`src/rtl/ag6502_vic_pkg.sv`:
```
// Shared definitions for the ag6502 vectored interrupt controller:
// register indices, FSM states, CPU vector addresses and the ISR address helper.
package ag6502_vic_pkg;

    localparam logic [2:0] REG_ENABLE  = 3'd0;
    localparam logic [2:0] REG_PENDING = 3'd1;
    localparam logic [2:0] REG_MODE    = 3'd2;
    localparam logic [2:0] REG_ACTIVE  = 3'd3;
    localparam logic [2:0] REG_FORCE   = 3'd4;
    localparam logic [2:0] REG_PRIO_LO = 3'd5;
    localparam logic [2:0] REG_PRIO_HI = 3'd6;

    localparam logic [15:0] VEC_LO_ADDR = 16'hFFFE;
    localparam logic [15:0] VEC_HI_ADDR = 16'hFFFF;

    typedef enum logic [1:0] {
        ST_IDLE = 2'd0,
        ST_LO   = 2'd1,
        ST_HI   = 2'd2
    } vic_state_e;

    // ISR entry of a channel; the sum wraps at 16 bits like the CPU address space.
    function automatic logic [15:0] isr_addr(input logic [15:0] base,
                                             input logic [15:0] stride,
                                             input logic [2:0]  ch);
        isr_addr = base + 16'(stride * {13'd0, ch});
    endfunction

endpackage

```
`src/rtl/ag6502_vic_arb.sv`:
```
// Combinational arbiter: picks the highest 2-bit priority among requesting
// channels; equal priorities resolve to the lowest index.
module ag6502_vic_arb #(
    parameter int NCH = 8
) (
    input  logic [7:0]  req,
    input  logic [15:0] prio,
    output logic        valid,
    output logic [2:0]  chan
);
    logic [1:0] best_s;
    logic       take_s;

    // Scan upward; a later channel only wins with strictly higher priority.
    always_comb begin
        valid  = 1'b0;
        chan   = 3'd0;
        best_s = 2'd0;
        take_s = 1'b0;
        for (int i = 0; i < NCH; i++) begin
            take_s = req[i] & (~valid | (prio[2*i +: 2] > best_s));
            valid  = valid | take_s;
            chan   = take_s ? 3'(i) : chan;
            best_s = take_s ? prio[2*i +: 2] : best_s;
        end
    end

endmodule

```
`src/rtl/ag6502_vic.sv`:
```
// ag6502 vectored interrupt controller: request capture, irq generation and
// vector substitution at $FFFE/$FFFF. Per-channel priority with AG6502_VIC_PRIO_EN.
module ag6502_vic
    import ag6502_vic_pkg::*;
#(
    parameter int          NCH        = 8,
    parameter logic [15:0] VEC_BASE   = 16'hF800,
    parameter logic [15:0] VEC_STRIDE = 16'h0010
) (
    input  logic           phi_0,
    input  logic           rst,
    input  logic [NCH-1:0] irq_in,
    input  logic           cyc,
    input  logic [15:0]    ab,
    input  logic           read,
    input  logic           cs,
    input  logic [2:0]     addr,
    input  logic [7:0]     wdata,
    output logic [7:0]     rdata,
    output logic           irq,
    output logic           vec_ovr,
    output logic [7:0]     vec_data
);
    localparam logic [8:0] CH_MASK9 = (9'd1 << NCH) - 9'd1;
    localparam logic [7:0] CH_MASK  = CH_MASK9[7:0];

    logic [7:0]  enable_r, mode_r, latch_r, prev_r;
    logic        irq_r, busy_r;
    logic [2:0]  chan_r;
    vic_state_e  state_r, state_n;

    logic [7:0]  irq_ext_s, pend_view_s, req_s, set_s, clr_s, latch_n_s;
    logic        wr_s, ack_s, take_s, arb_valid_s;
    logic [2:0]  arb_chan_s;
    logic [15:0] prio_s, isr_s;

    // Widen requests to the byte-wide register layout.
    always_comb begin
        irq_ext_s = 8'h00;
        irq_ext_s[NCH-1:0] = irq_in;
    end

    assign wr_s        = cyc & cs & ~read;
    // Level channels are a live view of irq_in; latch_r holds edge and FORCE bits.
    assign pend_view_s = (latch_r | (irq_ext_s & ~mode_r)) & CH_MASK;
    assign req_s       = pend_view_s & enable_r;
    assign set_s       = ((irq_ext_s & ~prev_r & mode_r)
                         | ((wr_s && addr == REG_FORCE) ? wdata : 8'h00)) & CH_MASK;
    assign clr_s       = ((wr_s && addr == REG_PENDING) ? wdata : 8'h00)
                         | (ack_s ? (8'h01 << chan_r) : 8'h00);
    assign latch_n_s   = ((latch_r & ~clr_s) | set_s) & CH_MASK;

`ifdef AG6502_VIC_PRIO_EN
    localparam logic [31:0] PRIO_MASK32 = (32'd1 << (2 * NCH)) - 32'd1;
    localparam logic [15:0] PRIO_MASK   = PRIO_MASK32[15:0];
    logic [15:0] prio_r;

    // Priority registers, two bits per channel.
    always_ff @(posedge phi_0 or posedge rst) begin
        if (rst) begin
            prio_r <= 16'h0000;
        end else if (wr_s && addr == REG_PRIO_LO) begin
            prio_r <= {prio_r[15:8], wdata} & PRIO_MASK;
        end else if (wr_s && addr == REG_PRIO_HI) begin
            prio_r <= {wdata, prio_r[7:0]} & PRIO_MASK;
        end else begin
            prio_r <= prio_r;
        end
    end
    assign prio_s = prio_r;
`else
    assign prio_s = 16'h0000;
`endif

    ag6502_vic_arb #(.NCH(NCH)) u_arb (
        .req   (req_s),
        .prio  (prio_s),
        .valid (arb_valid_s),
        .chan  (arb_chan_s)
    );

    // Control registers, pending latches, edge history and registered irq.
    always_ff @(posedge phi_0 or posedge rst) begin
        if (rst) begin
            enable_r <= 8'h00;
            mode_r   <= 8'h00;
            latch_r  <= 8'h00;
            prev_r   <= 8'h00;
            irq_r    <= 1'b1;
        end else begin
            if (wr_s && addr == REG_ENABLE) enable_r <= wdata & CH_MASK;
            else                            enable_r <= enable_r;
            if (wr_s && addr == REG_MODE)   mode_r   <= wdata & CH_MASK;
            else                            mode_r   <= mode_r;
            latch_r <= latch_n_s;
            prev_r  <= irq_ext_s;
            irq_r   <= ~|req_s;
        end
    end

    assign irq = irq_r;

    // Vector fetch tracker: IDLE -> LO on $FFFE, ack on $FFFF, any other cycle aborts.
    always_comb begin
        state_n = state_r;
        ack_s   = 1'b0;
        take_s  = 1'b0;
        case (state_r)
            ST_IDLE: begin
                if (cyc && read && ab == VEC_LO_ADDR && !irq_r && arb_valid_s) begin
                    take_s  = 1'b1;
                    state_n = ST_LO;
                end else begin
                    state_n = ST_IDLE;
                end
            end
            ST_LO: begin
                if (cyc && read && ab == VEC_HI_ADDR) begin
                    ack_s   = 1'b1;
                    state_n = ST_HI;
                end else if (cyc) begin
                    state_n = ST_IDLE;
                end else begin
                    state_n = ST_LO;
                end
            end
            ST_HI:   state_n = ST_IDLE;
            default: state_n = ST_IDLE;
        endcase
    end

    // FSM state, latched channel and busy flag.
    always_ff @(posedge phi_0 or posedge rst) begin
        if (rst) begin
            state_r <= ST_IDLE;
            chan_r  <= 3'd0;
            busy_r  <= 1'b0;
        end else begin
            state_r <= state_n;
            chan_r  <= take_s ? arb_chan_s : chan_r;
            busy_r  <= (state_n != ST_IDLE);
        end
    end

    assign isr_s = isr_addr(VEC_BASE, VEC_STRIDE, chan_r);

    // Override only while the CPU addresses the byte this state owns.
    always_comb begin
        vec_ovr  = 1'b0;
        vec_data = 8'h00;
        if (state_r == ST_LO && ab == VEC_LO_ADDR) begin
            vec_ovr  = 1'b1;
            vec_data = isr_s[7:0];
        end else if (state_r == ST_HI && ab == VEC_HI_ADDR) begin
            vec_ovr  = 1'b1;
            vec_data = isr_s[15:8];
        end else begin
            vec_ovr  = 1'b0;
            vec_data = 8'h00;
        end
    end

    // Register read mux; reads have no side effects.
    always_comb begin
        rdata = 8'h00;
        case (addr)
            REG_ENABLE:  rdata = enable_r;
            REG_PENDING: rdata = pend_view_s;
            REG_MODE:    rdata = mode_r;
            REG_ACTIVE:  rdata = {busy_r, 4'b0000, chan_r};
`ifdef AG6502_VIC_PRIO_EN
            REG_PRIO_LO: rdata = prio_s[7:0];
            REG_PRIO_HI: rdata = prio_s[15:8];
`endif
            default:     rdata = 8'h00;
        endcase
    end

endmodule

```
`config.mk`:
```
export PLATFORM = sky130hd
export DESIGN_NAME = ag6502_vic
export DESIGN_NICKNAME = d
export VERILOG_FILES = /design/src/rtl/ag6502_vic_pkg.sv /design/src/rtl/ag6502_vic_arb.sv /design/src/rtl/ag6502_vic.sv
export SDC_FILE = /design/constraint.sdc
export NUM_CORES = 1
export LEC_CHECK = 0
export ABC_AREA = 0
export BUFFER_PORTS_ARGS = -buffer_cell sky130_fd_sc_hd__buf_4
export CELL_PAD_IN_SITES_DETAIL_PLACEMENT = 1
export CELL_PAD_IN_SITES_GLOBAL_PLACEMENT = 1
export CORE_MARGIN = 4
export CORE_UTILIZATION = 40
export CTS_BUF_LIST = sky130_fd_sc_hd__clkbuf_8
export CTS_CLUSTER_DIAMETER = 120
export DETAILED_ROUTE_END_ITERATION = 8
export HOLD_SLACK_MARGIN = 0.08
export PLACE_DENSITY_LB_ADDON = 0.08
export SLEW_MARGIN = 20
export SYNTH_ARGS = -nofsm -noshare
export SYNTH_HDL_FRONTEND = slang
export SYNTH_SLANG_ARGS = --single-unit
```
`constraint.sdc`:
```
create_clock -name phi_0 -period 1.8 [get_ports phi_0]
set_input_delay 0.45 -clock phi_0 [delete_from_list [all_inputs] [get_ports phi_0]]
set_output_delay 0.45 -clock phi_0 [all_outputs]
set_load 0.005 [all_outputs]
```
==> parameters.txt <==
Parameter                              Value

Outcome
  Run status    complete, but fails checks
  Violations in the final reports    negative setup slack

Synthesis
  Area share of the leading cell type in the synthesized netlist    45.0%
  Synthesized netlist cell count    246
  Synthesis warning total    0
  Distinct cells, synth    39
  Syn_area_per_cell    8.60 sq um
  Post-synthesis cell type with the largest combined area    sky130_fd_sc_hd__dfrtp_1
  Flops & latches, synth    39
  Cell types with the largest area share after synthesis    sky130_fd_sc_hd__dfrtp_1 45%, sky130_fd_sc_hd__nand2_1 7.3%, sky130_fd_sc_hd__o21ai_0 6.4%
  Predominant post-synthesis flop cell    sky130_fd_sc_hd__dfrtp_1
  Count of flip-flops with a built-in enable after synthesis    0
  Sequential area share after synthesis    46.2%
  Async S/R FF share, synth    100%
  Ranking of synthesized cells by instance count    41 x sky130_fd_sc_hd__nand2_1, 38 x sky130_fd_sc_hd__dfrtp_1, 27 x sky130_fd_sc_hd__o21ai_0
  Mapped Area    0.00211 sq mm
  Dominant cell by count in the synthesized netlist    sky130_fd_sc_hd__nand2_1

Cells and area
  Fraction of final layout cells with drive strength greater than 1    39.8%
  Final core occ    59.2%
  Filler Cell Count    629
  Diodes inserted    0
  Final Net Count    376
  Area delta synth->final    42.9%

Setup path
  Crit end category    output pin
  Type of the setup path with the least slack    reg -> out
  Max FO, Critical Path    2
  Required arrival time at the worst endpoint    1.35 ns
  Launching element type of the critical path    flop
  Critical path arrival    1.52 ns

Clock tree
  Longest Clk Path Bufs    2
  Clk Latency, worst-skew pair    0.30 ns
  Hold_buf cts    0
  Clock-pin slew on the worst setup and hold paths    0.08 ns
  Sink count of the clock tree    39
  Number of buffers created by CTS    5
  Clock tree root buffer cell    sky130_fd_sc_hd__clkbuf_8
  Number of H-tree levels    2
  Clock tree from TritonCTS    built

Flow run
  Number of maximum-capacitance violations    0

Placement
  Count of buffers from port buffering    54
  Detailed Place HPWL    5160 um
  Gp weighted congestion    0.838

STA
  Final count of negative-setup-slack endpoints    7
  Max-slew headroom at the worst pin    65.7%
  Final period demand of the worst path    1.97 ns
  Total negative slack for setup checks    -0.338 ns
  Transition at the pin with the smallest max-transition slack    0.514 ns
  Final hold violations    0
  Max Slew Vio Count    0
  Final worst path period share    109%
  Post-layout worst setup margin    -0.166 ns
  Hold slack    0.270 ns
  Setup clock skew after layout    0.00644 ns
  Max Clock Freq    509 MHz
  RSZ-0062 raised after global routing    true

Hold path
  Worst hold-check path type    in -> reg

Route
  Routed via count    2177
  First-iteration detailed-routing DRC count    56
  Residual DRC    0
  Average wire length per cell after detail routing    17.8 um
  Total Routed Length    7230 um
  Vias per inst    5.35
  Detailed Routing Iterations Pass 1    4
  Final ANT Viol Nets    0

GRT
  Overall track demand over capacity in global routing    23.1%
  Wire length of the first global-routing pass    11400 um
  GRT overflow    0
  Via count of the first global-routing pass    2310
  Number of antenna violations at the first check in global routing    0
  Maximum number of pins on one net before global-route repair    40

Pwr
  Cell Pwr Density    830 mW/mm^2
  Post-route total power    2.51 mW
  Peak supply drop    0.527 mV
  Leakage dissipation    1.39 nW

Floorplan
  Width of the die    80.7 um
  Number of top-level pins    58
  Initial core utilization    41.4%
  Die Outline Area    0.00651 sq mm
  Floorplan core area    0.00511 sq mm
  Height of the chip    80.7 um
  Total number of placement rows    26
routing by layer:
layer,GRT usage [%],vias to the layer above,share of wire [%]
met3,4.60,12,5.2
met4,5.57,0,2.0
met2,42.5,68,52
met5,0,-,0
li1,-,1034,-
met1,27.4,1063,41
stage by stage:
| step | instances | setup WS (ns) | area [sq um] |
|---|---|---|---|
| after CTS | 398 | -0.197 | 2910 |
| after floorplan | 248 | 0.0326 | 2120 |
| after detailed placement | 381 | -0.113 | 2710 |
| after global placement | 381 | -0.0552 | 2710 |
| final | 407 | -0.166 | 3020 |
| after global routing | 407 | -0.287 | 3020 |
cell type report:
type	count	area (sq um)	area share, %
inverters	16	60.1	1.99
clock buffers	7	96.3	3.19
well taps	70	87.6	2.90
flip-flops and latches	39	977	32.3
multi-input cells	180	1080	35.7
repair buffers	94	717	23.7
clock inverters	1	3.75	0.124
logic make-up after synthesis:
| group | Yosys count | share of synthesized area, % |
|---|---|---|
| and+or+nand+nor | 105 | 24.7 |
| muxes | 1 | 1.07 |
| AOI/OAI and AO/OA | 71 | 21.7 |
| DFF | 39 | 46.2 |
| buffers and inverters | 29 | 6.15 |
| other | 1 | 0.177 |
critical path, stage by stage (launching register included):
cell and delay, ns:
sky130_fd_sc_hd__dfrtp_1 0.39, sky130_fd_sc_hd__nor2b_2 0.13, sky130_fd_sc_hd__nor2_1 0.04, sky130_fd_sc_hd__mux4_2 0.45, sky130_fd_sc_hd__nor2_1 0.10, sky130_fd_sc_hd__buf_4 0.11
sequential cells by signal, summed over array words and instances, names as in the netlist:
name / flops
busy_r: 1
mode_r: 8
prev_r: 8
enable_r: 8
state_r: 2
latch_r: 8
chan_r: 3
irq: 1
timing repair:
item                       in CTS  in global routing
resized for setup              10                 13
setup buffers                   9                  9
pin swaps                       6                 10
setup endpoints to repair      14                 14
where the power goes:
group / leakage (nW) / switching, mW / internal [mW] / total (mW)
Clock: 0.0557 / 0.313 / 0.344 / 0.658
Combinational: 0.871 / 0.337 / 0.372 / 0.709
Sequential: 0.464 / 0.122 / 1.02 / 1.14
final timing paths:
path | startpoint | endpoint | slack (ns) | cells after the start
max | mode_r[0]$_DFFE_PP0P_ | rdata[0] | -0.17 | 5
min | irq_in[2] | prev_r[2]$_DFF_PP0_ | 0.27 | 1
max reg2reg | mode_r[4]$_DFFE_PP0P_ | busy_r$_DFF_PP0_ | 0.11 | 7
min reg2reg | prev_r[3]$_DFF_PP0_ | latch_r[3]$_DFF_PP0_ | 0.45 | 1
max in group asynchronous | rst | irq$_DFF_PP1_ | 1.14 | 3
min in group asynchronous | rst | mode_r[6]$_DFFE_PP0P_ | 0.29 | 3
cells in the final DEF, fill, tap and decap left out, types with 4 or more instances in the layout:
cell,count
sky130_fd_sc_hd__nand2_1,37
sky130_fd_sc_hd__nor2b_2,8
sky130_fd_sc_hd__o211ai_1,7
sky130_fd_sc_hd__nor2_1,18
sky130_fd_sc_hd__a211oi_1,4
sky130_fd_sc_hd__nor3_1,6
sky130_fd_sc_hd__a21oi_2,4
sky130_fd_sc_hd__buf_4,91
sky130_fd_sc_hd__nor3b_1,4
sky130_fd_sc_hd__nor2b_1,4
sky130_fd_sc_hd__a21oi_1,9
sky130_fd_sc_hd__dfrtp_1,38
sky130_fd_sc_hd__inv_1,17
sky130_fd_sc_hd__nand2_2,4
sky130_fd_sc_hd__nand4_1,6
sky130_fd_sc_hd__clkbuf_8,7
sky130_fd_sc_hd__o21ai_2,5
sky130_fd_sc_hd__o221ai_1,6
sky130_fd_sc_hd__o21ai_0,27
(Power assumes the default switching activity.)
